$ cat src/rtl/pc_sequencer.sv
// Program-counter sequencer for the single-cycle MIPS fetch path: start arming, stall, redirect, halt, end-of-program.
// Optional jump-and-link support (link register, i_jal/i_jr) is enabled by defining PC_SEQ_LINK_EN.
module pc_sequencer #(
   parameter int PC_W     = 9,
   parameter int RESET_PC = 0,
   parameter int PC_MAX   = 511,
   parameter int WRAP_EN  = 0
) (
   input  logic            i_clk,
   input  logic            i_rst_n,
   input  logic            i_start,
   input  logic            i_stall,
   input  logic            i_redirect,
   input  logic [PC_W-1:0] i_target,
   input  logic            i_jal,
   input  logic            i_jr,
   input  logic            i_halt,
   output logic [PC_W-1:0] o_pc,
   output logic            o_fetch_valid,
   output logic            o_flush,
   output logic [1:0]      o_state,
   output logic            o_done
);

   typedef enum logic [1:0] {
      S_IDLE = 2'd0,
      S_ARM  = 2'd1,
      S_RUN  = 2'd2,
      S_HALT = 2'd3
   } state_t;

   localparam logic [PC_W-1:0] LP_RESET_PC = RESET_PC[PC_W-1:0];
   localparam logic [PC_W-1:0] LP_PC_MAX   = PC_MAX[PC_W-1:0];
   localparam logic [PC_W-1:0] LP_ONE      = {{(PC_W-1){1'b0}}, 1'b1};

   state_t          r_state, w_next_state;
   logic [PC_W-1:0] r_pc, w_next_pc, w_pc_inc;
   logic            r_flush, w_next_flush;

`ifdef PC_SEQ_LINK_EN
   logic [PC_W-1:0] r_link, w_next_link;
`else
   logic            w_unused_jr;
   assign w_unused_jr = i_jr;
`endif

   assign w_pc_inc = r_pc + LP_ONE;

   always_comb begin
      w_next_state = r_state;
      w_next_pc    = r_pc;
      w_next_flush = 1'b0;
`ifdef PC_SEQ_LINK_EN
      w_next_link  = r_link;
`endif
      case (r_state)
         S_IDLE: begin
            if (i_start) w_next_state = S_ARM;
         end
         S_ARM: begin
            w_next_state = S_RUN;
         end
         S_RUN: begin
            if (i_halt) begin
               w_next_state = S_HALT;
            end
`ifdef PC_SEQ_LINK_EN
            else if (i_jr) begin
               w_next_pc    = r_link;
               w_next_flush = 1'b1;
            end
`endif
            else if (i_redirect || i_jal) begin
               w_next_pc    = i_target;
               w_next_flush = 1'b1;
`ifdef PC_SEQ_LINK_EN
               if (i_jal) w_next_link = w_pc_inc;
`endif
            end
            else if (i_stall) begin
               w_next_pc = r_pc;
            end
            // A PC loaded above PC_MAX counts as already past the end.
            else if (r_pc >= LP_PC_MAX) begin
               if (WRAP_EN != 0) w_next_pc = LP_RESET_PC;
               else              w_next_state = S_HALT;
            end
            else begin
               w_next_pc = w_pc_inc;
            end
         end
         S_HALT: begin
            if (i_start) begin
               w_next_pc    = LP_RESET_PC;
               w_next_state = S_ARM;
            end
         end
         default: w_next_state = S_IDLE;
      endcase
   end

   always_ff @(posedge i_clk or negedge i_rst_n) begin
      if (!i_rst_n) begin
         r_state <= S_IDLE;
         r_pc    <= LP_RESET_PC;
         r_flush <= 1'b0;
      end else begin
         r_state <= w_next_state;
         r_pc    <= w_next_pc;
         r_flush <= w_next_flush;
      end
   end

`ifdef PC_SEQ_LINK_EN
   always_ff @(posedge i_clk or negedge i_rst_n) begin
      if (!i_rst_n) r_link <= LP_RESET_PC;
      else          r_link <= w_next_link;
   end
`endif

   assign o_pc          = r_pc;
   assign o_flush       = r_flush;
   assign o_state       = r_state;
   assign o_done        = (r_state == S_HALT);
   assign o_fetch_valid = (r_state == S_RUN) && !i_stall;

endmodule

$ cat config.mk
export PLATFORM = sky130hd
export DESIGN_NAME = pc_sequencer
export DESIGN_NICKNAME = d
export VERILOG_FILES = /design/src/rtl/pc_sequencer.sv
export SDC_FILE = /design/constraint.sdc
export NUM_CORES = 1
export LEC_CHECK = 0
export CELL_PAD_IN_SITES_DETAIL_PLACEMENT = 1
export CELL_PAD_IN_SITES_GLOBAL_PLACEMENT = 1
export CORE_MARGIN = 10
export CORE_UTILIZATION = 29
export CTS_CLUSTER_SIZE = 40
export DETAILED_ROUTE_END_ITERATION = 8
export PLACE_DENSITY_LB_ADDON = 0.1
export SYNTH_ARGS = -nofsm -noshare
export SYNTH_HDL_FRONTEND = slang
export SYNTH_SLANG_ARGS = --single-unit
$ cat constraint.sdc
create_clock -name i_clk -period 2.25 [get_ports i_clk]
set_input_delay 0.45 -clock i_clk [delete_from_list [all_inputs] [get_ports i_clk]]
set_output_delay 0.45 -clock i_clk [all_outputs]
set_load 0.05 [all_outputs]
==> flow_metrics.py, run 1 <==
metrics = {
    "routing": {
        "drc_errors": 0,
        "avgRoutedWirePerCell_um": 17.01,
        "drtPass1Iterations": 4,
        "wirelength_mm": 3.028,
        "drt_iter0_markers": 33,
        "routed-via-count": 952,
        "ant_nets": 0,
        "vias_per_cell": 5.348,
    },
    "power_and_ir_drop": {
        "p_switching_mw": 0.8904,
        "power_density_mw_per_mm2": 1280,
        "p_int_mw": 0.9029,
        "p_sw_share_pct": 49.65,
        "power_leakage_nw": 0.5712,
        "p_seq_share_pct": 21.5,
        "irDropWorstVdd_mv": 0.7951,
        "power_frac_clock_pct": 10.1,
        "p_comb_share_pct": 68.4,
    },
    "timing": {
        "hold_ws_ns": 0.5444,
        "final.period_utilization_pct": 96.27,
        "tightest_slew_ns": 0.6156,
        "skew_ns": 0.004023,
        "hold_violations": 0,
        "setup_ws_ns": 0.08383,
        "setup-violations-final": 0,
        "relSlewSlack_pct": 58.83,
        "finalWorstPathRequiredPeriod_ns": 2.166,
        "timing.fmax_ghz": 0.4616,
        "fin_tns_setup_ns": 0,
        "rsz0062_at_grt": "no",
        "maxSlewViolCount": 0,
    },
    "setup_path": {
        "r2r_cells": 9,
        "r2r-start": "o_pc[1]",
        "path_class": "flip-flop to flip-flop",
        "required_ns": 2.40,
        "critPathMaxFanout": 4,
        "critPathCaptureType": "flip-flop",
        "r2r-end": "o_pc[4]",
        "r2r_slack_ns": 0.08,
        "critPathLaunchType": "flip-flop",
        "arrival_ns": 2.32,
    },
    "layout": {
        "final_cells": 178,
        "fin_area_sq_mm": 0.001401,
        "fin_nets": 170,
        "syn_to_final_growth_pct": 59.09,
        "diodes": 0,
        "seq_area_sq_um": 304.0,
        "fillers": 337,
        "multiInputGateArea_sq_um": 574.3,
        "drive_above_1_share_pct": 23.81,
    },
    "clock_network": {
        "htreeDepth": 1,
        "clkSinkCount": 12,
        "clk_path_buf_depth": 2,
        "clkTransAtPathRegs_ns": 0.09,
        "cts-root-buf": "clkbuf_4",
        "cts_tree": "built",
        "cts_buffers": 3,
        "insertion_delay_ns": 0.28,
        "cts_hold_buf": 0,
    },
    "placement": {
        "dp_cells": 174,
        "placed_area_sq_mm": 0.001365,
        "gp_congestion": 0.8801,
        "hpwl_mm": 2.492,
        "pre_cts_slack_ns": 0.07232,
        "port_buffers": 29,
    },
    "synthesis": {
        "synth_top_cell_area_share_pct": 34.09,
        "synth_cell_types": 36,
        "ys_warn_count": 0,
        "synth.yosys.seq_area_share_pct": 34.09,
        "syn_inst": 101,
        "yosysTopAreaCell": "dfrtp_1",
        "synth_seq_cells": 12,
        "mappedNetlistArea_sq_um": 880.8,
        "async_flop_share_pct": 100.0,
        "avgSynthCellArea_sq_um": 8.721,
        "synth_ff_type": "dfrtp_1",
        "synth_fp_nets": 123,
        "synth_top_cells_by_area": "dfrtp_1 (34%), ha_1 (7.1%), nand3_1 (4.5%)",
        "synth_edf_count": 0,
    },
    "floorplan": {
        "die_y_um": 75.11,
        "io_pins": 31,
        "dieArea_sq_mm": 0.005642,
        "rows": 19,
        "die_w_um": 75.11,
        "core_sq_mm": 0.002829,
        "start_util_pct": 31.14,
    },
    "grt": {
        "grt.overflow.total": 0,
        "grt_max_degree": 13,
        "grt_pass1_wl_mm": 5.057,
        "grt_pass1_vias": 1066,
        "gr-usage-all-layers_pct": 11.80,
        "antenna_found_initial": 0,
    },
    "outcome": {
        "status": "complete, no violations",
    },
    "worst_hold_path": {
        "min_path_type": "input pin to async pin",
    },
    "flow_run": {
        "maxCapViolCount": 0,
    },
}
-- logic make-up (layout without fill, tap and decap cells) --
| group | count (synthesis) | in the layout | synth area share [%] |
|---|---|---|---|
| buffers and inverters | 11 | 57 | 4.829 |
| adders and majority gates | 5 | 5 | 7.102 |
| and+or+nand+nor | 44 | 44 | 27.13 |
| DFF | 12 | 12 | 34.09 |
| AOI/OAI and AO/OA | 26 | 26 | 22.30 |
| muxes | 3 | 3 | 4.546 |
-- sequential cells by signal, summed over array words and instances, names as in the netlist --
register and flops:
o_pc 9, o_state 2, o_flush 1
-- power by group through the flow --
stage	registers, mW	clock network [mW]	logic, mW
finish	0.385	0.182	1.23
CTS	0.386	0.188	1.24
detailed placement	0.391	0	1.23
global placement	0.385	0	1.22
global route	0.397	0.197	1.31
floorplan	0.697	0	0.428
-- worst max-delay path, stage by stage (launching register included) --
cell	delay, ns
dfrtp_2	0.44
ha_4	0.18
nand3_4	0.07
nor4_2	0.06
ha_2	0.18
or2_1	0.24
or3_4	0.35
o21ai_4	0.22
buf_4	0.18
o221ai_1	0.12
-- layout by cell type, fill, tap and decap left out, types with 2 or more instances in the layout --
cell type,n
a21oi_1,5
a31oi_1,2
and4_1,3
buf_4,17
clkbuf_4,3
clkdlybuf4s50_1,27
dfrtp_1,9
dfrtp_2,3
ha_1,2
ha_2,2
inv_1,8
mux2_4,2
nand2_1,9
nand2b_1,2
nand3_1,7
nand3b_1,2
nand4_1,2
nor2_1,6
nor2b_1,2
nor3_1,4
o211ai_1,3
o21ai_0,2
o221ai_1,4
or2_1,2
-- cells in the mapped netlist, drive strengths merged (2+ instances only) --
cell type,instances
nand4,2
clkbuf,2
nand2b,2
o21ai,3
or2,2
ha,5
a21oi,5
nand3b,2
nand3,8
nand2,9
and4,3
o221ai,4
o211ai,3
nor2b,2
mux2,2
a31oi,2
nor3,4
nor2,6
dfrtp,12
inv,8
-- how the worst max path moves through the flow --
stage	from	end	cells after the start
2_1_floorplan	o_pc[0]	o_pc[1]	8
3_3_place_gp	o_pc[1]	o_pc[1]	8
3_5_place_dp	o_pc[1]	o_pc[4]	9
4_1_cts	o_pc[1]	o_pc[4]	9
5_1_grt	o_pc[0]	o_pc[4]	9
6_report	o_pc[1]	o_pc[4]	9
-- layer usage --
layer  GRT usage, %  wire (um)
met2          20.76       1501
met3          3.022        165
met5              0          0
met1          12.76       1301
met4          6.092         59
-- layout make-up --
type | count | area share (%)
well taps | 31 | 2.768
multi-input cells | 78 | 40.98
flip-flops and latches | 12 | 21.70
clock buffers | 4 | 2.589
repair buffers | 45 | 29.82
inverters | 8 | 2.143
-- what timing repair did --
action	CTS	global route
endpoints found under the hold margin	0	0
gates resized for setup	0	0
endpoints found under the setup margin	0	3
setup buffers	0	0
-- through the flow --
stage / power (mW) / utilization (%)
floorplan: 1.125 / -
global placement: 1.602 / 48.25
detailed placement: 1.625 / 48.25
CTS: 1.815 / 49.54
global route: 1.908 / 49.54
finish: 1.793 / 49.54
Power figures use the tool's default switching activity.
==> run 2, diff against run 1 <==
Settings changed: RECOVER_POWER from default to 50, SLEW_MARGIN from default to 40.
==> flow_metrics.py, run 2 (synthesized netlist as in run 1, its figures left out) <==
metrics = {
    "floorplan": {
        "die_w_um": 75.11,
        "die_y_um": 75.11,
        "rows": 19,
        "start_util_pct": 31.14,
        "dieArea_sq_mm": 0.005642,
        "io_pins": 31,
        "core_sq_mm": 0.002829,
    },
    "timing": {
        "rsz0062_at_grt": "no",
        "maxSlewViolCount": 0,
        "final.period_utilization_pct": 96.28,
        "hold_violations": 0,
        "finalWorstPathRequiredPeriod_ns": 2.166,
        "hold_ws_ns": 0.5788,
        "relSlewSlack_pct": 58.52,
        "timing.fmax_ghz": 0.4616,
        "skew_ns": 0.003462,
        "tightest_slew_ns": 0.6201,
        "setup_ws_ns": 0.08374,
        "setup-violations-final": 0,
    },
    "layout": {
        "seq_area_sq_um": 304.0,
        "syn_to_final_growth_pct": 57.95,
        "fin_nets": 170,
        "drive_above_1_share_pct": 22.45,
        "largest_reg_flops": 9,
        "final_common_cell": "clkdlybuf4s50_1",
        "fillers": 337,
        "diodes": 0,
        "layout_common_cells": "clkdlybuf4s50_1 (23), buf_4 (17), nand2_1 (9), dfrtp_1 (9), inv_1 (8)",
        "multiInputGateArea_sq_um": 571.8,
        "fin_util_pct": 49.18,
    },
    "clock_network": {
        "cts-root-buf": "clkbuf_4",
        "cts_hold_buf": 0,
        "clkSinkCount": 12,
        "clkTransAtPathRegs_ns": 0.08,
        "clk_path_buf_depth": 2,
        "insertion_delay_ns": 0.28,
        "cts_tree": "built",
        "post_cts_buffers": 0,
        "cts_buffers": 3,
        "htreeDepth": 1,
    },
    "routing": {
        "wl_met2_mm": 1.498,
        "wl_met3_um": 163,
        "routed-via-count": 953,
        "drc_errors": 0,
        "ant_nets": 0,
        "avgRoutedWirePerCell_um": 17.00,
        "drtPass1Iterations": 4,
        "wirelength_mm": 3.026,
        "vias_per_cell": 5.354,
        "highest_layer": "met4",
        "wl_met1_mm": 1.305,
        "drt_iter0_markers": 33,
    },
    "setup_path": {
        "arrival_ns": 2.31,
        "slowest_delay_ns": 0.44,
        "critPathMaxFanout": 4,
        "required_ns": 2.40,
        "r2r-end": "o_pc[4]",
        "worstPathCellList": "ha_4 -> nand3_4 -> nor4_2 -> ha_2 -> or2_1 -> or3_4 -> o21ai_4 -> buf_4 -> o221ai_1",
        "r2r-start": "o_pc[1]",
        "critPathLaunchType": "flip-flop",
        "critical_path_buf_inv_count": 1,
        "path_class": "flip-flop to flip-flop",
        "crit_family": "simple AND/OR/NAND/NOR gates",
        "r2r_slack_ns": 0.08,
        "critPathCaptureType": "flip-flop",
        "cp_slowest_cell": "dfrtp_2",
        "path_depth": 9,
        "r2r_cells": 9,
        "startpoint": "o_pc[1]",
        "endpoint": "o_pc[4]",
    },
    "placement": {
        "pre_cts_slack_ns": 0.07232,
        "gp_congestion": 0.8801,
        "port_buffers": 29,
        "hpwl_mm": 2.492,
    },
    "worst_hold_path": {
        "min_path_type": "flip-flop to flip-flop",
    },
    "grt": {
        "grt_pass1_wl_mm": 5.057,
        "gr-usage-all-layers_pct": 11.80,
        "grt.overflow.total": 0,
        "grt_max_degree": 13,
        "antenna_found_initial": 0,
        "grt_pass1_vias": 1066,
    },
    "power_and_ir_drop": {
        "power_density_mw_per_mm2": 1275,
        "power_mw": 1.774,
        "power_leakage_nw": 0.5905,
        "irDropWorstVdd_mv": 0.7834,
    },
    "flow_run": {
        "maxCapViolCount": 0,
    },
    "outcome": {
        "status": "complete, no violations",
    },
}
-- run 2: changes by cell type in the layout (fill, tap and decap cells not counted) --
cell	delta
buf_12	-1
ha_2	-1
clkdlybuf4s50_1	-4
dlymetal6s2s_1	+1
ha_1	+1
dlygate4sd3_1	+4
-- run 2: worst min-delay path by stage --
stage,start,to,depth (start not counted)
4_1_cts,i_rst_n,o_pc[2],1
6_report,o_state[1],o_state[1],1
3_5_place_dp,o_state[1],o_state[1],1
3_3_place_gp,o_pc[8],o_pc[8],1
5_1_grt,o_pc[8],o_pc[8],1
2_1_floorplan,i_rst_n,o_flush,0
-- run 2: per-stage QoR --
step | TNS, ns | area [sq um] | cells
detailed placement | 0 | 1365 | 174
global placement | 0 | 1365 | 174
global route | 0 | 1391 | 178
finish | 0 | 1391 | 178
CTS | 0 | 1401 | 178
floorplan | -0.07157 | 922.1 | 101
-- run 2: where the power goes --
part           internal (mW)  switching, mW
registers              0.303         0.0806
clock network         0.0986         0.0826
logic                  0.485          0.724
total                  0.887          0.887
-- run 2: timing repair --
item,in CTS,in global routing
resized for setup,0,0
endpoints found under the setup margin,0,3
hold endpoints to repair,0,0
-- run 2: layout make-up --
| class | count | share of cell area, % |
|---|---|---|
| Clock buffer | 4 | 2.608 |
| Inverter | 8 | 2.158 |
| Multi-Input combinational cell | 78 | 41.10 |
| Sequential cell | 12 | 21.85 |
| Tap cell | 31 | 2.788 |
| Timing Repair Buffer | 45 | 29.50 |
-- run 2: routing by layer --
layer	GRT usage [%]	vias to the layer above
li1	-	469
met1	12.76	457
met2	20.76	22
met3	3.022	5
met4	6.092	0
met5	0	-
-- run 2: worst reg2reg max path: cells and delay by family, from the launching register on --
| kind | cells | cell delay (ns) |
|---|---|---|
| AO/OA/AOI/OAI | 2 | 0.34 |
| adder cells (fa/ha/maj) | 2 | 0.36 |
| buffers and inverters | 1 | 0.18 |
| flip-flops | 1 | 0.44 |
| AND/OR/NAND/NOR | 4 | 0.72 |
==> run 3, diff against run 2 <==
==> constraint.sdc (replaced) <==
create_clock -name i_clk -period 2.25 [get_ports i_clk]
set_input_delay 0.225 -clock i_clk [delete_from_list [all_inputs] [get_ports i_clk]]
set_output_delay 0.225 -clock i_clk [all_outputs]
set_load 0.05 [all_outputs]
==> flow_metrics.py, run 3 (synthesized netlist as in run 1, its figures left out) <==
metrics = {
    "routing": {
        "avgRoutedWirePerCell_um": 16.62,
        "drt_iter0_markers": 26,
        "vias_per_cell": 5.310,
        "drtPass1Iterations": 3,
        "wl_met3_um": 171,
        "highest_layer": "met4",
        "wl_met1_mm": 1.293,
        "wirelength_mm": 2.892,
        "drc_errors": 0,
        "wl_met2_mm": 1.372,
        "routed-via-count": 924,
        "ant_nets": 0,
    },
    "layout": {
        "fin_util_pct": 47.63,
        "largest_reg_flops": 9,
        "layout_common_cells": "clkdlybuf4s50_1 (24), buf_4 (12), nand2_1 (9), dfrtp_1 (9), inv_1 (8)",
        "final_common_cell": "clkdlybuf4s50_1",
        "fillers": 353,
        "syn_to_final_growth_pct": 52.98,
        "fin_nets": 166,
        "diodes": 0,
        "drive_above_1_share_pct": 19.58,
    },
    "flow_run": {
        "maxCapViolCount": 0,
    },
    "clock_network": {
        "cts_buffers": 3,
        "insertion_delay_ns": 0.27,
        "clkSinkCount": 12,
        "htreeDepth": 1,
        "ctsResizeCount": 0,
        "clk_path_buf_depth": 2,
        "post_cts_buffers": 0,
        "cts_tree": "built",
        "cts-root-buf": "clkbuf_4",
        "clkTransAtPathRegs_ns": 0.08,
        "cts_hold_buf": 0,
    },
    "placement": {
        "gp_congestion": 0.8632,
        "hpwl_mm": 2.412,
        "pre_cts_slack_ns": 0.06337,
        "port_buffers": 29,
    },
    "timing": {
        "rsz0062_at_grt": "no",
        "hold_violations": 0,
        "setup-violations-final": 0,
        "skew_ns": 0.002868,
        "tightest_slew_ns": 0.5954,
        "finalWorstPathRequiredPeriod_ns": 2.151,
        "fin_tns_setup_ns": 0,
        "final.period_utilization_pct": 95.60,
        "relSlewSlack_pct": 60.17,
        "setup_ws_ns": 0.09907,
        "timing.fmax_ghz": 0.4649,
        "maxSlewViolCount": 0,
    },
    "worst_hold_path": {
        "min_path_type": "input pin to async pin",
    },
    "setup_path": {
        "r2r_cells": 8,
        "critPathMaxFanout": 5,
        "r2r-end": "o_pc[1]",
        "critPathLaunchType": "flip-flop",
        "worstPathCellList": "ha_4 -> nand3_4 -> nor4_2 -> ha_2 -> or2_1 -> or3_4 -> o21ai_4 -> mux2_4",
        "slowest_delay_ns": 0.43,
        "endpoint": "o_pc[1]",
        "path_depth": 8,
        "path_class": "flip-flop to flip-flop",
        "r2r-start": "o_pc[1]",
        "startpoint": "o_pc[1]",
        "required_ns": 2.41,
        "cp_slowest_cell": "dfrtp_2",
        "crit_family": "simple AND/OR/NAND/NOR gates",
        "critical_path_buf_inv_count": 0,
        "r2r_slack_ns": 0.1,
        "critPathCaptureType": "flip-flop",
        "arrival_ns": 2.31,
    },
    "power_and_ir_drop": {
        "p_seq_share_pct": 23.5,
        "p_sw_share_pct": 51.12,
        "p_comb_share_pct": 68.0,
        "power_density_mw_per_mm2": 1265,
        "power_mw": 1.705,
        "p_int_mw": 0.8334,
        "power_leakage_nw": 0.5415,
        "irDropWorstVdd_mv": 0.6532,
        "power_frac_clock_pct": 8.4,
        "p_switching_mw": 0.8716,
    },
    "grt": {
        "grt_pass1_vias": 1066,
        "grt_max_degree": 13,
        "grt_pass1_wl_mm": 5.009,
        "gr-usage-all-layers_pct": 11.45,
        "antenna_found_initial": 0,
        "grt.overflow.total": 0,
    },
    "outcome": {
        "status": "complete, no violations",
    },
    "floorplan": {
        "die_y_um": 75.11,
        "core_sq_mm": 0.002829,
        "die_w_um": 75.11,
        "rows": 19,
        "start_util_pct": 31.14,
        "dieArea_sq_mm": 0.005642,
        "io_pins": 31,
    },
}
[run 3: changes by cell type in the layout (fill, tap and decap cells not counted)]
cell	change
clkbuf_1	+2
ha_2	+1
ha_1	-1
clkbuf_8	-1
clkdlybuf4s50_1	+1
buf_4	-5
dlymetal6s2s_1	-1
[run 3: how the worst min path moves through the flow]
stage | cells after the start | slack, ns | to
after floorplan | 0 | -0.07 | o_flush
after global placement | 1 | 0.57 | o_state[1]
after detailed placement | 1 | 0.57 | o_pc[8]
after CTS | 1 | 0.35 | o_pc[3]
after global routing | 1 | 0.44 | o_pc[3]
final | 1 | 0.39 | o_pc[3]
[run 3: power groups by stage]
stage / logic [mW] / registers (mW) / clock network (mW)
after floorplan: 0.428 / 0.697 / 0
after CTS: 1.19 / 0.403 / 0.151
after global routing: 1.25 / 0.419 / 0.163
final: 1.16 / 0.402 / 0.143
after detailed placement: 1.18 / 0.407 / 0
after global placement: 1.17 / 0.400 / 0
[run 3: metrics by stage]
stage / std cells / hold WS [ns] / instance area, sq um
detailed placement: 170 / 0.5739 / 1325
finish: 174 / 0.3915 / 1348
floorplan: 101 / -0.07059 / 922.1
global route: 174 / 0.4404 / 1348
global placement: 170 / 0.5739 / 1325
CTS: 174 / 0.3466 / 1351
[run 3: final cells by class]
cell class | instances | area (sq um) | area share [%]
clock buffers | 4 | 26.28 | 1.950
inverters | 8 | 30.03 | 2.228
multi-input cells | 78 | 574.3 | 42.62
flip-flops and latches | 12 | 304.0 | 22.56
well taps | 31 | 38.79 | 2.878
repair buffers | 41 | 374.1 | 27.76
[run 3: routing by layer]
metal | track usage [%] | up-vias
li1 | - | 463
met1 | 13.59 | 434
met2 | 18.76 | 22
met3 | 3.154 | 5
met4 | 5.252 | 0
met5 | 0 | -
==> RTL edit 1 (flow settings as in run 1) <==
`PC_W`: 9 -> 10.
--- a/src/rtl/pc_sequencer.sv
+++ b/src/rtl/pc_sequencer.sv
@@ -1,7 +1,7 @@
 // Program-counter sequencer for the single-cycle MIPS fetch path: start arming, stall, redirect, halt, end-of-program.
 // Optional jump-and-link support (link register, i_jal/i_jr) is enabled by defining PC_SEQ_LINK_EN.
 module pc_sequencer #(
-   parameter int PC_W     = 9,
+   parameter int PC_W     = 10,
    parameter int RESET_PC = 0,
    parameter int PC_MAX   = 511,
    parameter int WRAP_EN  = 0
Ports: changed (resized i_target and o_pc); port bits go from 31 to 33. No check against the original RTL was run, so the function may have changed too.
==> RTL edit 1 against run 1 <==
- sequential cell count rose by 1
- sequential share of layout area rose by 1.4 points
- largest power group unchanged
- setup slack improved by 130 ps
- largest cell class unchanged
- critical path type is now register to primary output
- critical path depth fell by 8
- synthesized area rose by 16%
- cell area rose by 1.4%
- first-iteration DRC count fell by 15%
- clock power fell by 15%
- power rose by 3.1%
- wire length rose by 8.9%
==> RTL edit 1: results (changes against run 1) <==
Route
  • Routed vias/inst: 5.24 (-2.0%)
  • DR WL/cell: 16.8 microns (-1.1%)
  • DR iter-0 viols: 28 (-15%)

Worst setup path
  • R2R depth: 6 (-3)
  • WP data arrival: 1580 ps (-740 ps)
  • Worst-path fanout max: 5 (+1)
  • Slowest cell on crit path: clkdlybuf4s50_1
  • Launch point of the worst path: o_pc[9]$_DFFE_PN0P_
  • Largest delay contributor family on the critical path: buffers and inverters
  • FF-to-FF End: o_pc[8]$_DFFE_PN0P_
  • Worst reg2reg setup slack: 240 ps (+160 ps)

Yosys
  • Most frequent cells after synthesis: dfrtp_1, inv_1, a21oi_1
  • Post-Syn Nets: 138 (+12%)
  • Sequential area share after synthesis: 31.8% (-2.3 points)
  • Yosys cell types: 40 (+11%)
  • Top cells by area, synth: dfrtp_1, a221oi_1, a21oi_1

Run status
  • Status: finished clean

Cells and area
  • Fillers: 432 (+28%)
  • Final nets: 173 (+1.8%)
  • Number of flip-flops in the largest register: 10 (+1)
  • Share of layout cells above drive strength 1: 17.3% (-6.5 points)

Placement
  • Buffers added on ports: 31 (+6.9%)
  • HPWL after DPL: 2.62 mm (+5.1%)

Timing
  • Worst rel slew slack: 54.0% (-4.9 points)
  • Post-route clock skew: 1.02 ps (-3.00 ps)

Global routing
  • Largest net degree at the start of global routing: 14 (+1)
  • Number of global-route vias before repair: 1131 (+6.1%)
  • Total global-route track usage: 10.7% (-1.1 points)
## RTL edit 1: logic make-up after synthesis
family,Yosys count,share of synthesized area [%]
compound gates,39,27.0
fa+ha+maj,4,4.89
simple gates,40,24.7
flops,13,31.8
mux,1,1.10
buf+inv,19,10.5
## RTL edit 1: metrics by stage
step	std cells	power [W]	cell area [sq um]	hold WS, ps	worst slack [ps]
2_1_floorplan	116	0.00132	1030	154	170
3_3_place_gp	192	0.00169	1400	559	102
3_5_place_dp	192	0.00171	1400	566	103
4_1_cts	196	0.00187	1420	587	204
5_1_grt	196	0.00199	1420	617	88.8
6_report	196	0.00185	1420	576	218
## RTL edit 1: worst min path at each step
stage	start	to	slack, ps	cells past startpoint
floorplan	i_rst_n	o_flush$_DFF_PN0_	150	0
global placement	o_state[1]$_DFFE_PN0P_	o_state[1]$_DFFE_PN0P_	560	2
detailed placement	o_state[1]$_DFFE_PN0P_	o_state[1]$_DFFE_PN0P_	570	2
CTS	o_state[1]$_DFFE_PN0P_	o_state[1]$_DFFE_PN0P_	590	2
global route	i_rst_n	o_pc[0]$_DFFE_PN0P_	620	1
finish	i_rst_n	o_pc[0]$_DFFE_PN0P_	580	1
## RTL edit 1: per-layer routing
layer / wire (microns) / GRT usage [%] / up-vias / share of wire, %
met2: 1570 / 17.9 / 21 / 48
li1: - / - / 500 / -
met5: 0 / 0 / - / 0
met3: 186 / 2.93 / 4 / 5.6
met1: 1510 / 12.9 / 502 / 46
met4: 30 / 3.05 / 0 / 0.91
## RTL edit 1: final cells by class
cell class | count | area share (%)
Multi-Input combinational cell | 84 | 41.7
Timing Repair Buffer | 36 | 25.9
Sequential cell | 13 | 23.1
Clock buffer | 4 | 1.85
Tap cell | 46 | 4.05
Inverter | 13 | 3.43
## RTL edit 1: where the power goes
part	switching (W)	internal, W	total, W	leakage, nW
registers	0.000133	0.000331	0.000464	0.168
logic	0.000760	0.000470	0.00123	0.366
clock network	0.0000864	0.0000688	0.000155	0.0150
==> RTL edit 2 (flow settings as in run 1) <==
Without the edit above. Register the input `i_target` before use. The logic sees it one clock later. The other inputs are not delayed to match.
--- a/src/rtl/pc_sequencer.sv
+++ b/src/rtl/pc_sequencer.sv
@@ -32,6 +32,12 @@
    localparam logic [PC_W-1:0] LP_RESET_PC = RESET_PC[PC_W-1:0];
    localparam logic [PC_W-1:0] LP_PC_MAX   = PC_MAX[PC_W-1:0];
    localparam logic [PC_W-1:0] LP_ONE      = {{(PC_W-1){1'b0}}, 1'b1};
+
+   logic [PC_W-1:0] i_target_q;
+
+   always_ff @(posedge i_clk) begin
+      i_target_q <= i_target;
+   end
 
    state_t          r_state, w_next_state;
    logic [PC_W-1:0] r_pc, w_next_pc, w_pc_inc;
@@ -71,7 +77,7 @@
             end
 `endif
             else if (i_redirect || i_jal) begin
-               w_next_pc    = i_target;
+               w_next_pc    = i_target_q;
                w_next_flush = 1'b1;
 `ifdef PC_SEQ_LINK_EN
                if (i_jal) w_next_link = w_pc_inc;
Check against the original RTL: not equivalent (a bounded check fails within 4 cycles, from zero or initial values and one cycle with i_rst_n low).
==> RTL edit 2 against run 1 <==
- largest cell class unchanged
- core utilization shrank 6.1 points
- worst hold slack lost 55 ps
- fmax grew 1.1%
- first-iteration DRC count grew 33%
- synthesized area grew 19%
- wire length grew 2.5%
- cell area grew 6.0%
- critical endpoint is now o_pc[3]$_DFFE_PN0P_
- setup slack gained 23 ps
- combinational power shrank 11%
- power grew 4.2%
- sequential cell count grew 9
==> RTL edit 2: results (changes against run 1) <==
Run status
  • Status: finished clean

Cells and area
  • Share of layout cells above drive strength 1: 20.9% (-2.9 points)
  • Final nets: 162 (-4.7%)
  • Fillers: 394 (+17%)

Route
  • Pre-antenna DRT Iters: 4 (unchanged)
  • Drt total wl: 3.10 mm (+2.5%)
  • DR iter-0 viols: 44 (+33%)
  • Via count: 961 (+0.95%)

Placement
  • Worst slack at placement: 70.9 ps (-1.46 ps)
  • HPWL after DPL: 2.37 mm (-4.8%)
  • Routability-driven placement congestion ratio: 0.765 (-13%)

Yosys
  • Share of flip-flops with an asynchronous set or reset: 57.1% (-43 points)
  • Yosys cell types: 37 (+2.8%)
  • Prevailing post-synth register cell: dfrtp_1
  • Most frequent cells after synthesis: nand2_1, dfrtp_1, dfxtp_1
  • Post-Syn Nets: 124 (+0.81%)
  • Top cells by area, synth: dfrtp_1, dfxtp_1, ha_1
  • Sequential area share after synthesis: 45.8% (+12 points)

Global routing
  • Number of global-route vias before repair: 1055 (-1.0%)
  • Total global-route track usage: 10.2% (-1.6 points)
  • First-pass GRT wire length: 5.28 mm (+4.4%)
  • Initial antenna violation count: 0 (unchanged)
  • Largest net degree at the start of global routing: 16 (+3)

CTS
  • Clk Latency, worst-skew pair: 310 ps (+30 ps)
  • Clock H-tree levels: 1 (unchanged)
  • Post-CTS Setup Bufs: 0 (unchanged)
  • CTS clk-pin slew, worst paths: 130 ps (+40 ps)

Timing
  • Post-route clock skew: 15.0 ps (+11.0 ps)
  • Worst-Margin Slew: 574 ps (-42.0 ps)

Worst setup path
  • Worst-path fanout max: 7 (+3)
  • WP data arrival: 2340 ps (+20 ps)

Floorplanning
  • Effective utilization at floorplan: 30.7% (-0.44 points)

Power
  • LEAKAGE: 0.640 nW (+12%)
  • Peak VDD IR: 0.329 mV (-59%)
## RTL edit 2: cell types whose count changed in the layout (fill, tap and decap cells not counted), moves of 3 or more
| cell | before | now |
|---|---|---|
| a21oi_1 | 5 | 2 |
| a221o_1 | 0 | 5 |
| buf_4 | 17 | 8 |
| dfxtp_1 | 0 | 9 |
| inv_1 | 8 | 3 |
| nand2_1 | 9 | 15 |
| nand3_1 | 7 | 2 |
| o211ai_1 | 3 | 0 |
| o221ai_1 | 4 | 0 |
| o31ai_1 | 0 | 3 |
## RTL edit 2: metrics by stage
| stage | std cells | instance area, sq um | hold slack [ps] |
|---|---|---|---|
| 6_report | 185 | 1490 | 489 |
| 5_1_grt | 185 | 1490 | 542 |
| 4_1_cts | 185 | 1480 | 505 |
| 3_5_place_dp | 181 | 1460 | 547 |
| 3_3_place_gp | 181 | 1460 | 531 |
| 2_1_floorplan | 102 | 1060 | 154 |
## RTL edit 2: logic make-up after synthesis
| kind of cell | after synthesis | share of synthesized area, % |
|---|---|---|
| flops | 21 | 45.8 |
| mux | 3 | 3.10 |
| simple gates | 39 | 19.1 |
| compound gates | 28 | 23.9 |
| buf+inv | 6 | 2.15 |
| fa+ha+maj | 5 | 5.97 |
## RTL edit 2: final cells by class
cell class | count | area share (%)
clock buffers | 4 | 1.77
inverters | 3 | 0.758
multi-input cells | 75 | 37.3
flip-flops and latches | 21 | 32.7
well taps | 46 | 3.88
repair buffers | 36 | 23.6
## RTL edit 2: final timing paths
kind,start,end,slack (ps),depth (start not counted)
worst max-delay path,o_pc[0]$_DFFE_PN0P_,o_pc[3]$_DFFE_PN0P_,110,7
worst min-delay path,i_rst_n,o_pc[2]$_DFFE_PN0P_,490,1
worst max register to register,o_pc[0]$_DFFE_PN0P_,o_pc[3]$_DFFE_PN0P_,110,7
worst min register to register,i_target_q[2]$_DFF_P_,o_pc[2]$_DFFE_PN0P_,570,3
max in group asynchronous,i_rst_n,o_state[1]$_DFFE_PN0P_,1340,1
min in group i_clk,i_target[8],i_target_q[8]$_DFF_P_,560,1
## RTL edit 2: what timing repair did
item	CTS	global route
hold endpoints to repair	0	0
endpoints found under the setup margin	0	3
gates resized for setup	0	1
## RTL edit 2: worst max-delay path, cell delays in order (launching register included)
cell and delay, ps:
dfrtp_2 420, ha_2 200, nand3_1 100, nor3_1 70, ha_1 200, a311o_2 420
o21a_4 270, a221o_1 350
## RTL edit 2: per-layer routing
layer  GRT usage [%]  share of wire, %  vias to the layer above
met1            12.9                48                      479
met2            16.5                48                       23
met3            2.67               3.7                        2
met5               0                 0                        -
met4            3.17              0.71                        0
li1                -                 -                      457
## RTL edit 2: power by group
group          switching (W)  total (W)  internal (W)
sequential          0.000104   0.000577      0.000472
combinational       0.000664    0.00110      0.000440
clock               0.000119   0.000188     0.0000691
total               0.000888    0.00187      0.000981
